==> src/rtl/la_capture_pkg.sv <==
// -----------------------------------------------------------------------------
// la_capture_pkg
// Shared definitions for the logic-analyzer capture controller:
//   - state_t           capture FSM states (encoding is visible on the bus)
//   - OFF_*             register offsets from BASE_ADDR
//   - MODE_*            TRIGGER_MODE values
// -----------------------------------------------------------------------------
package la_capture_pkg;

    typedef enum logic [2:0] {
        IDLE             = 3'd0,
        MOVE_TO_POSITION = 3'd1,
        IN_POSITION      = 3'd2,
        CAPTURING        = 3'd3,
        CAPTURED         = 3'd4
    } state_t;

    localparam logic [3:0] OFF_STATE      = 4'd0;
    localparam logic [3:0] OFF_MODE       = 4'd1;
    localparam logic [3:0] OFF_LOC        = 4'd2;
    localparam logic [3:0] OFF_COUNT      = 4'd3;
    localparam logic [3:0] OFF_START      = 4'd4;
    localparam logic [3:0] OFF_STOP       = 4'd5;
    localparam logic [3:0] OFF_READ_PTR   = 4'd6;
    localparam logic [3:0] OFF_WRITE_PTR  = 4'd7;
    localparam logic [3:0] OFF_DECIMATE   = 4'd8;

    localparam logic MODE_SINGLE    = 1'b0;
    localparam logic MODE_IMMEDIATE = 1'b1;

endpackage

==> src/rtl/la_capture_regs.sv <==
// -----------------------------------------------------------------------------
// la_capture_regs
// Register-bus stage of the capture controller: registers every bus field
// through with one cycle of latency, substitutes read data on a window hit,
// holds the configuration registers and produces start/stop request pulses.
//
// Optional feature macro: LA_CAPTURE_DECIMATE_EN (implements offset 8).
//
// Ports:
//   clk, rst                   clock, synchronous active-high reset
//   addr_i/data_i/rw_i/valid_i bus input
//   addr_o/data_o/rw_o/valid_o registered bus output
//   i_state, i_rd_ptr, i_wr_ptr  read-only status from the FSM
//   o_mode, o_loc, o_count     configuration registers
//   o_decimate                 decimation register (feature builds only)
//   o_start, o_stop            single-cycle request pulses
// -----------------------------------------------------------------------------
module la_capture_regs #(
    parameter int BASE_ADDR  = 0,
    parameter int ADDR_WIDTH = 12
) (
    input  logic                  clk,
    input  logic                  rst,
    input  logic [15:0]           addr_i,
    input  logic [15:0]           data_i,
    input  logic                  rw_i,
    input  logic                  valid_i,
    output logic [15:0]           addr_o,
    output logic [15:0]           data_o,
    output logic                  rw_o,
    output logic                  valid_o,
    input  logic [2:0]            i_state,
    input  logic [ADDR_WIDTH-1:0] i_rd_ptr,
    input  logic [ADDR_WIDTH-1:0] i_wr_ptr,
    output logic                  o_mode,
    output logic [15:0]           o_loc,
    output logic [15:0]           o_count,
`ifdef LA_CAPTURE_DECIMATE_EN
    output logic [15:0]           o_decimate,
`endif
    output logic                  o_start,
    output logic                  o_stop
);
    import la_capture_pkg::*;

    localparam logic [15:0] BASE = 16'(BASE_ADDR);
`ifdef LA_CAPTURE_DECIMATE_EN
    localparam logic [15:0] LAST_OFF = 16'd8;
`else
    localparam logic [15:0] LAST_OFF = 16'd7;
`endif

    logic        r_mode;
    logic [15:0] r_loc;
    logic [15:0] r_count;
`ifdef LA_CAPTURE_DECIMATE_EN
    logic [15:0] r_decimate;
`endif

    logic [15:0] w_off;
    logic        w_in_win;
    logic        w_wr;
    logic        w_rd;
    logic        w_cfg_ok;
    logic [15:0] w_rdata;

    // The lower-bound test guards against the subtraction wrapping around.
    assign w_off    = addr_i - BASE;
    assign w_in_win = valid_i && (addr_i >= BASE) && (w_off <= LAST_OFF);
    assign w_wr     = w_in_win && rw_i;
    assign w_rd     = w_in_win && !rw_i;
    assign w_cfg_ok = (i_state == IDLE);

    assign o_start = w_wr && (w_off[3:0] == OFF_START);
    assign o_stop  = w_wr && (w_off[3:0] == OFF_STOP);

    always_comb begin
        w_rdata = 16'd0;
        case (w_off[3:0])
            OFF_STATE:     w_rdata = 16'(i_state);
            OFF_MODE:      w_rdata = {15'd0, r_mode};
            OFF_LOC:       w_rdata = r_loc;
            OFF_COUNT:     w_rdata = r_count;
            OFF_READ_PTR:  w_rdata = 16'(i_rd_ptr);
            OFF_WRITE_PTR: w_rdata = 16'(i_wr_ptr);
`ifdef LA_CAPTURE_DECIMATE_EN
            OFF_DECIMATE:  w_rdata = r_decimate;
`endif
            default:       w_rdata = 16'd0;
        endcase
    end

    always_ff @(posedge clk) begin
        if (rst) begin
            addr_o     <= 16'd0;
            data_o     <= 16'd0;
            rw_o       <= 1'b0;
            valid_o    <= 1'b0;
            r_mode     <= MODE_SINGLE;
            r_loc      <= 16'd0;
            r_count    <= 16'd1;
`ifdef LA_CAPTURE_DECIMATE_EN
            r_decimate <= 16'd0;
`endif
        end else begin
            addr_o  <= addr_i;
            data_o  <= w_rd ? w_rdata : data_i;
            rw_o    <= rw_i;
            valid_o <= valid_i;
            // Configuration is frozen while a capture is in progress.
            if (w_wr && w_cfg_ok) begin
                case (w_off[3:0])
                    OFF_MODE:     r_mode     <= data_i[0];
                    OFF_LOC:      r_loc      <= data_i;
                    OFF_COUNT:    r_count    <= data_i;
`ifdef LA_CAPTURE_DECIMATE_EN
                    OFF_DECIMATE: r_decimate <= data_i;
`endif
                    default: ;
                endcase
            end
        end
    end

    assign o_mode     = r_mode;
    assign o_loc      = r_loc;
    assign o_count    = r_count;
`ifdef LA_CAPTURE_DECIMATE_EN
    assign o_decimate = r_decimate;
`endif

endmodule

==> src/rtl/la_capture_controller.sv <==
// -----------------------------------------------------------------------------
// la_capture_controller
// Logic-analyzer capture controller: register window on the 16-bit bus
// daisy-chain plus the capture FSM driving a circular sample buffer.
//
// Optional feature macro: LA_CAPTURE_DECIMATE_EN (sample decimation).
//
// Ports:
//   clk, rst                   clock, synchronous active-high reset
//   addr_i/data_i/rw_i/valid_i bus input
//   addr_o/data_o/rw_o/valid_o registered bus output (1-cycle latency)
//   trig                       trigger match, sampled on sample strobes
//   bram_addr, bram_we         sample-memory write port
// -----------------------------------------------------------------------------
module la_capture_controller #(
    parameter int BASE_ADDR    = 0,
    parameter int SAMPLE_DEPTH = 4096,
    parameter int ADDR_WIDTH   = $clog2(SAMPLE_DEPTH)
) (
    input  logic                  clk,
    input  logic                  rst,
    input  logic [15:0]           addr_i,
    input  logic [15:0]           data_i,
    input  logic                  rw_i,
    input  logic                  valid_i,
    output logic [15:0]           addr_o,
    output logic [15:0]           data_o,
    output logic                  rw_o,
    output logic                  valid_o,
    input  logic                  trig,
    output logic [ADDR_WIDTH-1:0] bram_addr,
    output logic                  bram_we
);
    import la_capture_pkg::*;

    localparam logic [ADDR_WIDTH-1:0] LAST_PTR = ADDR_WIDTH'(SAMPLE_DEPTH - 1);

    state_t                r_state;
    logic [ADDR_WIDTH-1:0] r_wp;
    logic [ADDR_WIDTH-1:0] r_rp;
    logic [15:0]           r_trig_cnt;

    logic                  w_mode;
    logic [15:0]           w_loc;
    logic [15:0]           w_count;
    logic                  w_start;
    logic                  w_stop;
    logic                  w_start_ok;
    logic                  w_strobe;
    logic [ADDR_WIDTH-1:0] w_loc_eff;
    logic [15:0]           w_count_eff;
    logic [15:0]           w_trig_next;
    logic [ADDR_WIDTH-1:0] w_wp_inc;
    logic [ADDR_WIDTH-1:0] w_rp_inc;
`ifdef LA_CAPTURE_DECIMATE_EN
    logic [15:0]           w_decimate;
    logic [15:0]           r_dec_cnt;
`endif

    // Buffer depth need not be a power of two, so wrap explicitly.
    function automatic logic [ADDR_WIDTH-1:0] ptr_inc(input logic [ADDR_WIDTH-1:0] p);
        return (p == LAST_PTR) ? '0 : p + ADDR_WIDTH'(1);
    endfunction

    la_capture_regs #(
        .BASE_ADDR  (BASE_ADDR),
        .ADDR_WIDTH (ADDR_WIDTH)
    ) u_regs (
        .clk        (clk),
        .rst        (rst),
        .addr_i     (addr_i),
        .data_i     (data_i),
        .rw_i       (rw_i),
        .valid_i    (valid_i),
        .addr_o     (addr_o),
        .data_o     (data_o),
        .rw_o       (rw_o),
        .valid_o    (valid_o),
        .i_state    (r_state),
        .i_rd_ptr   (r_rp),
        .i_wr_ptr   (r_wp),
        .o_mode     (w_mode),
        .o_loc      (w_loc),
        .o_count    (w_count),
`ifdef LA_CAPTURE_DECIMATE_EN
        .o_decimate (w_decimate),
`endif
        .o_start    (w_start),
        .o_stop     (w_stop)
    );

    assign w_loc_eff   = (32'(w_loc) > SAMPLE_DEPTH - 1) ? LAST_PTR : ADDR_WIDTH'(w_loc);
    assign w_count_eff = (w_count == 16'd0) ? 16'd1 : w_count;
    assign w_trig_next = r_trig_cnt + 16'd1;
    assign w_wp_inc    = ptr_inc(r_wp);
    assign w_rp_inc    = ptr_inc(r_rp);
    assign w_start_ok  = w_start && !w_stop && (r_state == IDLE);

`ifdef LA_CAPTURE_DECIMATE_EN
    // Strobe on count 0; the counter restarts at an accepted start so the
    // first sample of a capture is taken immediately.
    assign w_strobe = (r_dec_cnt == 16'd0);

    always_ff @(posedge clk) begin
        if (rst || w_start_ok) begin
            r_dec_cnt <= 16'd0;
        end else if (r_dec_cnt >= w_decimate) begin
            r_dec_cnt <= 16'd0;
        end else begin
            r_dec_cnt <= r_dec_cnt + 16'd1;
        end
    end
`else
    assign w_strobe = 1'b1;
`endif

    assign bram_we   = w_strobe && ((r_state == MOVE_TO_POSITION) ||
                                    (r_state == IN_POSITION) ||
                                    (r_state == CAPTURING));
    assign bram_addr = r_wp;

    always_ff @(posedge clk) begin
        if (rst || w_stop) begin
            r_state    <= IDLE;
            r_wp       <= '0;
            r_rp       <= '0;
            r_trig_cnt <= 16'd0;
        end else begin
            case (r_state)
                IDLE: begin
                    if (w_start_ok) begin
                        r_wp       <= '0;
                        r_rp       <= '0;
                        r_trig_cnt <= 16'd0;
                        if (w_mode == MODE_IMMEDIATE)
                            r_state <= CAPTURING;
                        else if (w_loc_eff == '0)
                            r_state <= IN_POSITION;
                        else
                            r_state <= MOVE_TO_POSITION;
                    end
                end
                MOVE_TO_POSITION: begin
                    if (w_strobe) begin
                        r_wp <= w_wp_inc;
                        if (w_wp_inc == w_loc_eff)
                            r_state <= IN_POSITION;
                    end
                end
                IN_POSITION: begin
                    if (w_strobe) begin
                        r_wp <= w_wp_inc;
                        if (trig && (w_trig_next == w_count_eff)) begin
                            // read_pointer holds here so the trigger sample
                            // lands exactly loc entries after the oldest one.
                            // With loc = depth-1 the buffer is already full.
                            r_trig_cnt <= w_trig_next;
                            r_state    <= (w_wp_inc == r_rp) ? CAPTURED : CAPTURING;
                        end else begin
                            r_rp <= w_rp_inc;
                            if (trig)
                                r_trig_cnt <= w_trig_next;
                        end
                    end
                end
                CAPTURING: begin
                    if (w_strobe) begin
                        r_wp <= w_wp_inc;
                        if (w_wp_inc == r_rp)
                            r_state <= CAPTURED;
                    end
                end
                CAPTURED: ;
                default: r_state <= IDLE;
            endcase
        end
    end

endmodule

==> config.mk <==
export PLATFORM = sky130hd
export DESIGN_NAME = la_capture_controller
export DESIGN_NICKNAME = d
export VERILOG_FILES = /design/src/rtl/la_capture_pkg.sv /design/src/rtl/la_capture_regs.sv /design/src/rtl/la_capture_controller.sv
export SDC_FILE = /design/constraint.sdc
export NUM_CORES = 1
export LEC_CHECK = 0
export CELL_PAD_IN_SITES_DETAIL_PLACEMENT = 1
export CELL_PAD_IN_SITES_GLOBAL_PLACEMENT = 2
export CORE_MARGIN = 3
export CORE_UTILIZATION = 30
export CTS_CLUSTER_SIZE = 30
export DETAILED_ROUTE_END_ITERATION = 7
export PLACE_DENSITY = 0.77
export SYNTH_ARGS = -nofsm -noshare
export SYNTH_HDL_FRONTEND = slang
export SYNTH_SLANG_ARGS = --single-unit
==> constraint.sdc <==
create_clock -name clk -period 6.2 [get_ports clk]
set_clock_uncertainty 0.1 [all_clocks]
set_input_delay 1.86 -clock clk [delete_from_list [all_inputs] [get_ports clk]]
set_output_delay 1.86 -clock clk [all_outputs]
set_load 0.005 [all_outputs]
==> results of run 1 <==
area by class of cell:
class                   count  area (sq um)
fillers                  2486         12920
multi-input cells         659          3931
flip-flops and latches    110          2202
repair buffers             90         878.3
well taps                 270         337.8
clock buffers               9         225.2
clock inverters             7         72.57
inverters                  14         52.55
through the flow:
step / power (W) / std cells / hold WS [ns]
final: 0.001420 / 1159 / 0.3857
after detailed placement: 0.0008346 / 1143 / 0.3854
after global routing: 0.001477 / 1159 / 0.4250
after global placement: 0.0008340 / 1143 / 0.3681
after CTS: 0.001435 / 1159 / 0.3969
after floorplan: 0.0007670 / 842 / 0.3516
power by group:
group	internal [W]	switching [W]
logic	0.0000493	0.0000461
clock network	0.000287	0.000316
registers	0.000718	0.00000348
total	0.00105	0.000366
registers in the layout, indices dropped and copies added, names as in the netlist:
name	flops
r_trig_cnt	16
u_regs.o_loc	16
r_state	3
u_regs.o_mode	1
u_regs.rw_o	1
u_regs.valid_o	1
r_rp	12
u_regs.addr_o	16
u_regs.o_count	16
u_regs.data_o	16
bram_addr	12
per-layer routing:
layer,GRT usage,wire length (um)
met1,0.2932,11630
met4,0.03082,195
met5,0,0
met2,0.3408,11670
met3,0.02869,888
worst paths after layout:
kind / to / slack, ns / cells after the start
hold / removal: u_regs.o_loc[14]$_SDFFE_PP0P_ / 0.39 / 2
hold reg to reg: u_regs.o_loc[14]$_SDFFE_PP0P_ / 0.39 / 2
setup reg to reg: r_state[0]$_SDFFE_PP0P_ / 2.12 / 9
setup / recovery: r_rp[7]$_SDFFE_PP0P_ / 1.52 / 8
cells in the mapped netlist (5+ instances only):
library cell / count
inv_1: 14
a31oi_1: 10
nor4_1: 14
a22oi_1: 28
buf_2: 9
nor2_1: 76
xnor2_1: 24
nand3b_1: 6
o2111ai_1: 8
nor2b_1: 24
xor2_1: 12
or2_2: 5
a21oi_1: 107
nand4_1: 13
o22ai_1: 5
nor3_1: 17
nand2b_1: 11
clkbuf_1: 45
or4_1: 14
o21ai_0: 32
nand3_1: 25
nand2_1: 107
dfxtp_1: 110
and2_1: 7
nor4b_1: 6
or3_1: 17
and3_1: 6
and4_1: 6
cell families (layout without fill, tap and decap cells):
kind of cell    Yosys count  after routing
simple gates            370            370
compound gates          242            242
buf+inv                  73            120
flops                   110            110
xor+xnor                 39             39
mux                       5              5
fa+ha+maj                 3              3
worst max-delay path: cells and delay by family:
kind | cells | cell delay [ns]
AOI/OAI and AO/OA | 3 | 0.66
and+or+nand+nor | 4 | 1.91
buffers and inverters | 1 | 0.43
==> results.json, run 1 <==
{
  "cpPeakStageDelay_ns": 0.67,
  "die_w_um": 152.3,
  "hold_viol": 0,
  "die_h_um": 152.3,
  "cts_tree": "done",
  "drive_above_1_share": 0.04724,
  "pre_cts_slack_ns": 1.156,
  "synthArstFlopShare": 0,
  "holdCritStartpoint": "u_regs.o_loc[14]$_SDFFE_PP0P_",
  "ys_warn_count": 0,
  "hold_buffers": 0,
  "synth.largest_area_cell": "dfxtp_1",
  "utilization": 0.3733,
  "routed_via_density": 5.701,
  "placeableCoreArea_sq_um": 20620,
  "cp.arrival_ns": 4.86,
  "netlist_area_sq_um": 6421,
  "setup-tns-final_ns": 0,
  "synth_cell_types": 76,
  "rr_startpoint": "bram_addr[0]$_SDFFE_PP0P_",
  "synth-xor-area-share": 0.05963,
  "ys_seq_area_frac": 0.3429,
  "relSlewSlack": 0.2822,
  "syn_to_final_growth_pct": 19.91,
  "initial_utilization": 0.3113,
  "rsz0062_at_grt": "no",
  "cp_max_fo": 17,
  "first_pass_iters": 5,
  "antenna_found_initial": 0,
  "clkLatencyLatePin_ns": 0.37,
  "overflow": 0,
  "synth_simple_gate_area_share": 0.2995,
  "cp-end-kind": "register",
  "synth_top_family_by_area": "simple AND/OR/NAND/NOR gates",
  "ctsRootBufferMaster": "clkbuf_16",
  "max_freq_ghz": 0.2138,
  "yosys.area_share.adder": 0.005846,
  "critPathLaunchType": "input pin",
  "gp_congestion": 0.8013,
  "crit_slowest_cell": "or4b_2",
  "grt.total_usage": 0.2062,
  "ios": 84,
  "avgSynthCellArea_sq_um": 7.626,
  "power.leakage_nw": 2.496,
  "htreeDepth": 3,
  "grt_pass1_vias": 6542,
  "ys_seq_elements": 110,
  "cts_resized": 0,
  "synth_compound_area_frac": 0.2366,
  "path_class": "in2reg",
  "status": "finished, final reports clean",
  "post-cts-setup-buffer-count": 0,
  "cts_sinks": 110,
  "nets": 924,
  "cts.clk_slew.worst_paths_ns": 0.08,
  "slew_viol_final": 0,
  "syn_nets": 882,
  "worst_pin_slew_ns": 1.073,
  "path_cells": "clkdlybuf4s50_1 -> nor4_1 -> nand4_1 -> or3_1 -> a21oi_1 -> o21ai_4 -> or4b_2 -> a21oi_1",
  "synth_ff_type": "dfxtp_1",
  "final_cell_mix": "dfxtp_1, a21oi_1, nand2_1",
  "cts_made_buffers": 9,
  "worst_slack_ns": 1.522,
  "grt_pass1_wl_um": 38700,
  "powerDensity_nw_per_um2": 184.4,
  "port_buffers": 83,
  "muxShareOfSynthArea": 0.009938,
  "routed_wl_um": 24380,
  "ir_drop_v": 0.0001305,
  "setup_violations": 0,
  "crit_path_frequent_cell": "a21oi_1",
  "post-route-drc-count": 0,
  "avgRoutedWirePerCell_um": 21.04,
  "synth_top_area_share": 0.3429,
  "drtIter0Drc": 420,
  "row_count": 52,
  "synth_edf_count": 0,
  "ant_nets": 0,
  "fin_area_sq_um": 7700,
  "ctsLongestPathBuffers": 2,
  "floorplan.die_area_sq_um": 23200,
  "finalCritPeriodShare": 0.7545,
  "maxCapViolations": 0,
  "vias": 6607,
  "period_needed_ns": 4.678,
  "dp_hpwl_um": 18020,
  "crit_start": "addr_i[12]",
  "grt_max_degree": 64,
  "required_ns": 6.39,
  "synth.area.top_cells": "dfxtp_1, a21oi_1, nand2_1",
  "min_path_type": "reg2reg",
  "dpl_cell_area_sq_um": 7402,
  "diodes": 0,
  "netlist_instances": 842,
  "mostFrequentLayoutCell": "dfxtp_1"
}
Power figures use the tool's default switching activity.
==> inputs of run 2 (changes only) <==
- clock period: 6.2 -> 4.5 ns (I/O delays scaled with it)
==> run 2 against run 1 <==
Via count increased by 0.45%. Clock power increased by 42%. Combinational power increased by 44%. Core utilization increased by 0.98 points. Global-route usage increased by 0.72 points. Sequential cell count unchanged. Die area unchanged. Count of clock-buffer cells in the layout unchanged. Critical endpoint is now r_state[0]$_SDFFE_PP0P_. Largest cell class unchanged. Highest routed layer unchanged.
==> results.json, run 2 (synthesized netlist as in run 1, its figures left out) <==
{
  "sw_frac_of_total": 0.2618,
  "cp-end-kind": "register",
  "initial_utilization": 0.3113,
  "cts_made_buffers": 9,
  "switchingPower_w": 0.0005201,
  "holdWs_ns": 0.3917,
  "ant_nets": 0,
  "path_buf_inv": 2,
  "status": "finished, final reports clean",
  "avgRoutedWirePerCell_um": 21.12,
  "ios": 84,
  "setup-tns-final_ns": 0,
  "ir_drop_v": 0.0001645,
  "crit_path_frequent_cell": "or4_1",
  "cpPeakStageDelay_ns": 0.74,
  "rsz0062_at_grt": "no",
  "finalCritPeriodShare": 0.8933,
  "period_needed_ns": 4.020,
  "hold_viol": 0,
  "path_delay_family": "simple AND/OR/NAND/NOR gates",
  "power.leakage_nw": 2.624,
  "min_path_type": "reg2reg",
  "combPwrFrac": 0.069,
  "max_freq_ghz": 0.2488,
  "drtIter0Drc": 347,
  "seqPwrFrac": 0.500,
  "cts.clk_slew.worst_paths_ns": 0.09,
  "dpl_cell_area_sq_um": 7587,
  "crit_slowest_cell": "or4_1",
  "grt.total_usage": 0.2134,
  "ctsLongestPathBuffers": 2,
  "row_count": 52,
  "power_w": 0.001987,
  "clkLatencyLatePin_ns": 0.38,
  "antenna_found_initial": 0,
  "path_class": "in2reg",
  "grt_pass1_vias": 6703,
  "met1_usage": 0.2921,
  "grt_pass1_wl_um": 39810,
  "syn_to_final_growth_pct": 23.05,
  "drive_above_1_share": 0.07127,
  "gp_congestion": 0.8369,
  "mostFrequentLayoutCell": "dfxtp_1",
  "first_pass_iters": 4,
  "grt_max_degree": 69,
  "post-cts-setup-buffer-count": 0,
  "path_cells": "clkdlybuf4s50_1 -> o211ai_1 -> a211o_1 -> or4_1 -> or4_1 -> o21ai_4 -> buf_4 -> o21ai_0 -> a211oi_1",
  "die_w_um": 152.3,
  "use_met2": 0.3480,
  "worst_pin_slew_ns": 0.9804,
  "nets": 947,
  "power.internal_w": 0.001467,
  "slew_viol_final": 0,
  "cts_tree": "done",
  "ctsRootBufferMaster": "clkbuf_16",
  "powerDensity_nw_per_um2": 251.5,
  "p_clk_frac": 0.431,
  "hold_buffers": 0,
  "dp_hpwl_um": 18600,
  "critPathLaunchType": "input pin",
  "fin_area_sq_um": 7901,
  "overflow": 0,
  "fillCellCount": 2489,
  "placeableCoreArea_sq_um": 20620,
  "required_ns": 4.68,
  "post-route-drc-count": 0,
  "routed_wl_um": 24960,
  "floorplan.die_area_sq_um": 23200,
  "port_buffers": 83,
  "cts_sinks": 110,
  "vias": 6637,
  "gr-max-usage-layer": "met2",
  "maxCapViolations": 0,
  "grt.met3_usage": 0.03863,
  "relSlewSlack": 0.3404,
  "cts_resized": 0,
  "final_cell_mix": "dfxtp_1, a21oi_1, nand2_1",
  "cp.arrival_ns": 4.20,
  "htreeDepth": 3,
  "diodes": 0,
  "setup_violations": 0,
  "cp_max_fo": 13,
  "die_h_um": 152.3,
  "routed_via_density": 5.615
}
-- run 2: changes by cell type in the layout (fill, tap and decap cells not counted), sizes merged --
cell | previous run | this run
buf | 8 | 31
inv | 18 | 19
clkinvlp | 1 | 0
-- run 2: final cells by class --
type / instances / area [sq um] / share of cell area
multi-input combinational: 659 / 3931 / 0.4975
sequential: 110 / 2202 / 0.2787
timing repair buffer: 113 / 1064 / 0.1346
tap: 270 / 337.8 / 0.04276
clock buffer: 9 / 225.2 / 0.02850
clock inverter: 7 / 88.84 / 0.01124
inverter: 14 / 52.55 / 0.006651
-- run 2: final timing paths --
kind,from,slack [ns],to,cells after the start
worst min register to register,u_regs.o_loc[14]$_SDFFE_PP0P_,0.39,u_regs.o_loc[14]$_SDFFE_PP0P_,2
worst max-delay path,trig,0.48,r_state[0]$_SDFFE_PP0P_,9
worst min-delay path,u_regs.o_loc[14]$_SDFFE_PP0P_,0.39,u_regs.o_loc[14]$_SDFFE_PP0P_,2
worst max register to register,r_trig_cnt[0]$_SDFFE_PP0P_,0.63,r_state[0]$_SDFFE_PP0P_,10
-- run 2: metal layers --
layer	vias to the layer above	routed length, um	part of all wire
met3	32	935	0.037
met4	0	547	0.022
met1	3269	11610	0.47
met5	-	0	0
li1	3197	-	-
met2	139	11860	0.48
-- run 2: tightest hold or removal path: cells and delay by family, from the launching register on --
kind	cells	cell delay, ns
and+or+nand+nor	1	0.06
AOI/OAI and AO/OA	1	0.05
DFF	1	0.34
-- run 2: power groups by stage --
stage / combinational, W / clock (W) / sequential [W]
floorplan: 0.0000389 / 0 / 0.00102
global placement: 0.000137 / 0 / 0.00101
detailed placement: 0.000138 / 0 / 0.00102
CTS: 0.000139 / 0.000883 / 0.000994
global route: 0.000148 / 0.000920 / 0.000995
finish: 0.000137 / 0.000857 / 0.000993
-- run 2: stage by stage --
step | setup slack [ns] | util | cells
2_1_floorplan | 0.8601 | - | 842
6_report | 0.4802 | 0.3831 | 1182
5_1_grt | 0.2910 | 0.3831 | 1182
3_5_place_dp | 0.09401 | 0.3679 | 1166
4_1_cts | 0.4661 | 0.3831 | 1182
3_3_place_gp | 0.1661 | 0.3679 | 1166
==> inputs of run 3 (changes only) <==
--- a/config.mk
+++ b/config.mk
@@ -13,2 +13,3 @@
 export DETAILED_ROUTE_END_ITERATION = 7
+export GPL_TIMING_DRIVEN = 0
 export PLACE_DENSITY = 0.77
--- a/constraint.sdc
+++ b/constraint.sdc
@@ -4,2 +4,2 @@
 set_output_delay 1.35 -clock clk [all_outputs]
-set_load 0.005 [all_outputs]
+set_load 0.02 [all_outputs]
==> run 3 against run 2 <==
Setup slack got worse by 0.28 ns. Non-clock buffer count rose by 28. Hold slack improved by 0.0045 ns. Count of clock-buffer cells in the layout did not move. Sequential cell count did not move. Design area fell by 0.52%. Global-route usage rose by 0.25 points. Core utilization fell by 0.20 points. Final cell count rose by 2.4%. Total power fell by 1.8%. Critical path type unchanged. Largest cell class unchanged.
==> results.json, run 3 (synthesized netlist as in run 1, its figures left out) <==
{
  "grt_pass1_vias": 6799,
  "drive_above_1_share": 0.04574,
  "met1_usage": 0.3029,
  "critPathLaunchType": "input pin",
  "relSlewSlack": 0.2507,
  "routed_via_density": 5.613,
  "die_h_um": 152.3,
  "dp_hpwl_um": 19450,
  "cp.arrival_ns": 4.48,
  "finalCritPeriodShare": 0.9545,
  "use_met2": 0.3501,
  "setup_violations": 0,
  "htreeDepth": 3,
  "setup-tns-final_ns": 0,
  "post-route-drc-count": 0,
  "cts_sinks": 110,
  "switchingPower_w": 0.0005100,
  "initial_utilization": 0.3113,
  "status": "finished, final reports clean",
  "routed_wl_um": 25620,
  "period_needed_ns": 4.295,
  "floorplan.die_area_sq_um": 23200,
  "mostFrequentLayoutCell": "dfxtp_1",
  "required_ns": 4.69,
  "cts_made_buffers": 9,
  "grt_pass1_wl_um": 40250,
  "combPwrFrac": 0.080,
  "row_count": 52,
  "rsz0062_at_grt": "no",
  "gp_congestion": 0.8615,
  "power.leakage_nw": 2.553,
  "drtIter0Drc": 353,
  "cp_max_fo": 8,
  "placeableCoreArea_sq_um": 20620,
  "sw_frac_of_total": 0.2614,
  "maxCapViolations": 0,
  "ir_drop_v": 0.0001855,
  "gr-max-usage-layer": "met2",
  "ios": 84,
  "cts.clk_slew.worst_paths_ns": 0.08,
  "post-cts-setup-buffer-count": 0,
  "slew_viol_final": 0,
  "ant_nets": 0,
  "grt.met3_usage": 0.02584,
  "diodes": 0,
  "hold_viol": 0,
  "avgRoutedWirePerCell_um": 21.17,
  "cp-end-kind": "register",
  "final_cell_mix": "dfxtp_1, a21oi_1, nand2_1",
  "clkLatencyLatePin_ns": 0.37,
  "path_class": "in2reg",
  "worst_pin_slew_ns": 1.114,
  "p_clk_frac": 0.411,
  "ctsRootBufferMaster": "clkbuf_16",
  "power.internal_w": 0.001441,
  "grt_max_degree": 20,
  "min_path_type": "reg2reg",
  "holdPathStages": 2,
  "grt.total_usage": 0.2158,
  "nets": 975,
  "vias": 6792,
  "seqPwrFrac": 0.509,
  "r2r_cells": 9,
  "powerDensity_nw_per_um2": 248.2,
  "overflow": 0,
  "antenna_found_initial": 2,
  "cts_resized": 0,
  "max_freq_ghz": 0.2328,
  "hold_buffers": 0,
  "first_pass_iters": 7,
  "syn_to_final_growth_pct": 22.41,
  "cts_tree": "done",
  "power_w": 0.001951,
  "die_w_um": 152.3,
  "port_buffers": 82,
  "ctsLongestPathBuffers": 2
}
## run 3: cell count changes in the layout (fill, tap and decap cells not counted), moves of 2 or more
| cell | change |
|---|---|
| inv_8 | -2 |
| clkinvlp_4 | +2 |
| buf_1 | +4 |
| clkinv_8 | -2 |
| buf_4 | -29 |
| buf_2 | +8 |
| clkbuf_1 | +45 |
## run 3: path summary, 6_finish.rpt
path                                                 endpoint                           from  slack [ns]
worst max-delay path                     r_rp[7]$_SDFFE_PP0P_                     addr_i[11]        0.20
worst min-delay path            u_regs.o_loc[13]$_SDFFE_PP0P_  u_regs.o_loc[13]$_SDFFE_PP0P_        0.40
worst max register to register        r_state[2]$_SDFFE_PP0P_      bram_addr[1]$_SDFFE_PP0P_        0.47
worst min register to register  u_regs.o_loc[13]$_SDFFE_PP0P_  u_regs.o_loc[13]$_SDFFE_PP0P_        0.40
## run 3: worst max-delay path, cell delays in order
cell	delay, ns
clkdlybuf4s50_1	0.42
nor4_1	0.43
nand4_1	0.36
or3_1	0.46
clkbuf_1	0.19
a21oi_1	0.32
o21ai_4	0.14
or4b_2	0.65
a21oi_1	0.15
## run 3: metrics by stage
step                std cells  setup slack, ns  utilization  hold WS (ns)  instance area (sq um)
CTS                      1210           0.2614       0.3811        0.3933                   7860
floorplan                 842           0.8601            -        0.3516                   6421
global route             1210          0.01549       0.3811        0.4274                   7860
detailed placement       1194          -0.1156       0.3675        0.3821                   7580
finish                   1210           0.2046       0.3811        0.3962                   7860
global placement         1194          -0.1392       0.3675        0.3705                   7580
## run 3: area by class of cell
| class | instances | area (sq um) |
|---|---|---|
| well taps | 270 | 337.8 |
| repair buffers | 82 | 820.8 |
| inverters | 14 | 52.55 |
| clock buffers | 9 | 225.2 |
| multi-input cells | 659 | 3926 |
| plain buffers | 59 | 240.2 |
| fillers | 2551 | 12760 |
| flip-flops and latches | 110 | 2202 |
| clock inverters | 7 | 55.05 |
## run 3: metal layers
metal	part of all wire	wire [um]
met1	0.48	12290
met2	0.47	11990
met3	0.032	819
met4	0.020	523
met5	0	0
## run 3: power by group through the flow
| stage | Clock, W | Combinational (W) | Sequential (W) |
|---|---|---|---|
| after CTS | 0.000832 | 0.000157 | 0.000993 |
| after detailed placement | 0 | 0.000157 | 0.00102 |
| final | 0.000802 | 0.000156 | 0.000992 |
| after floorplan | 0 | 0.0000389 | 0.00104 |
| after global routing | 0.000869 | 0.000166 | 0.000995 |
| after global placement | 0 | 0.000156 | 0.00102 |
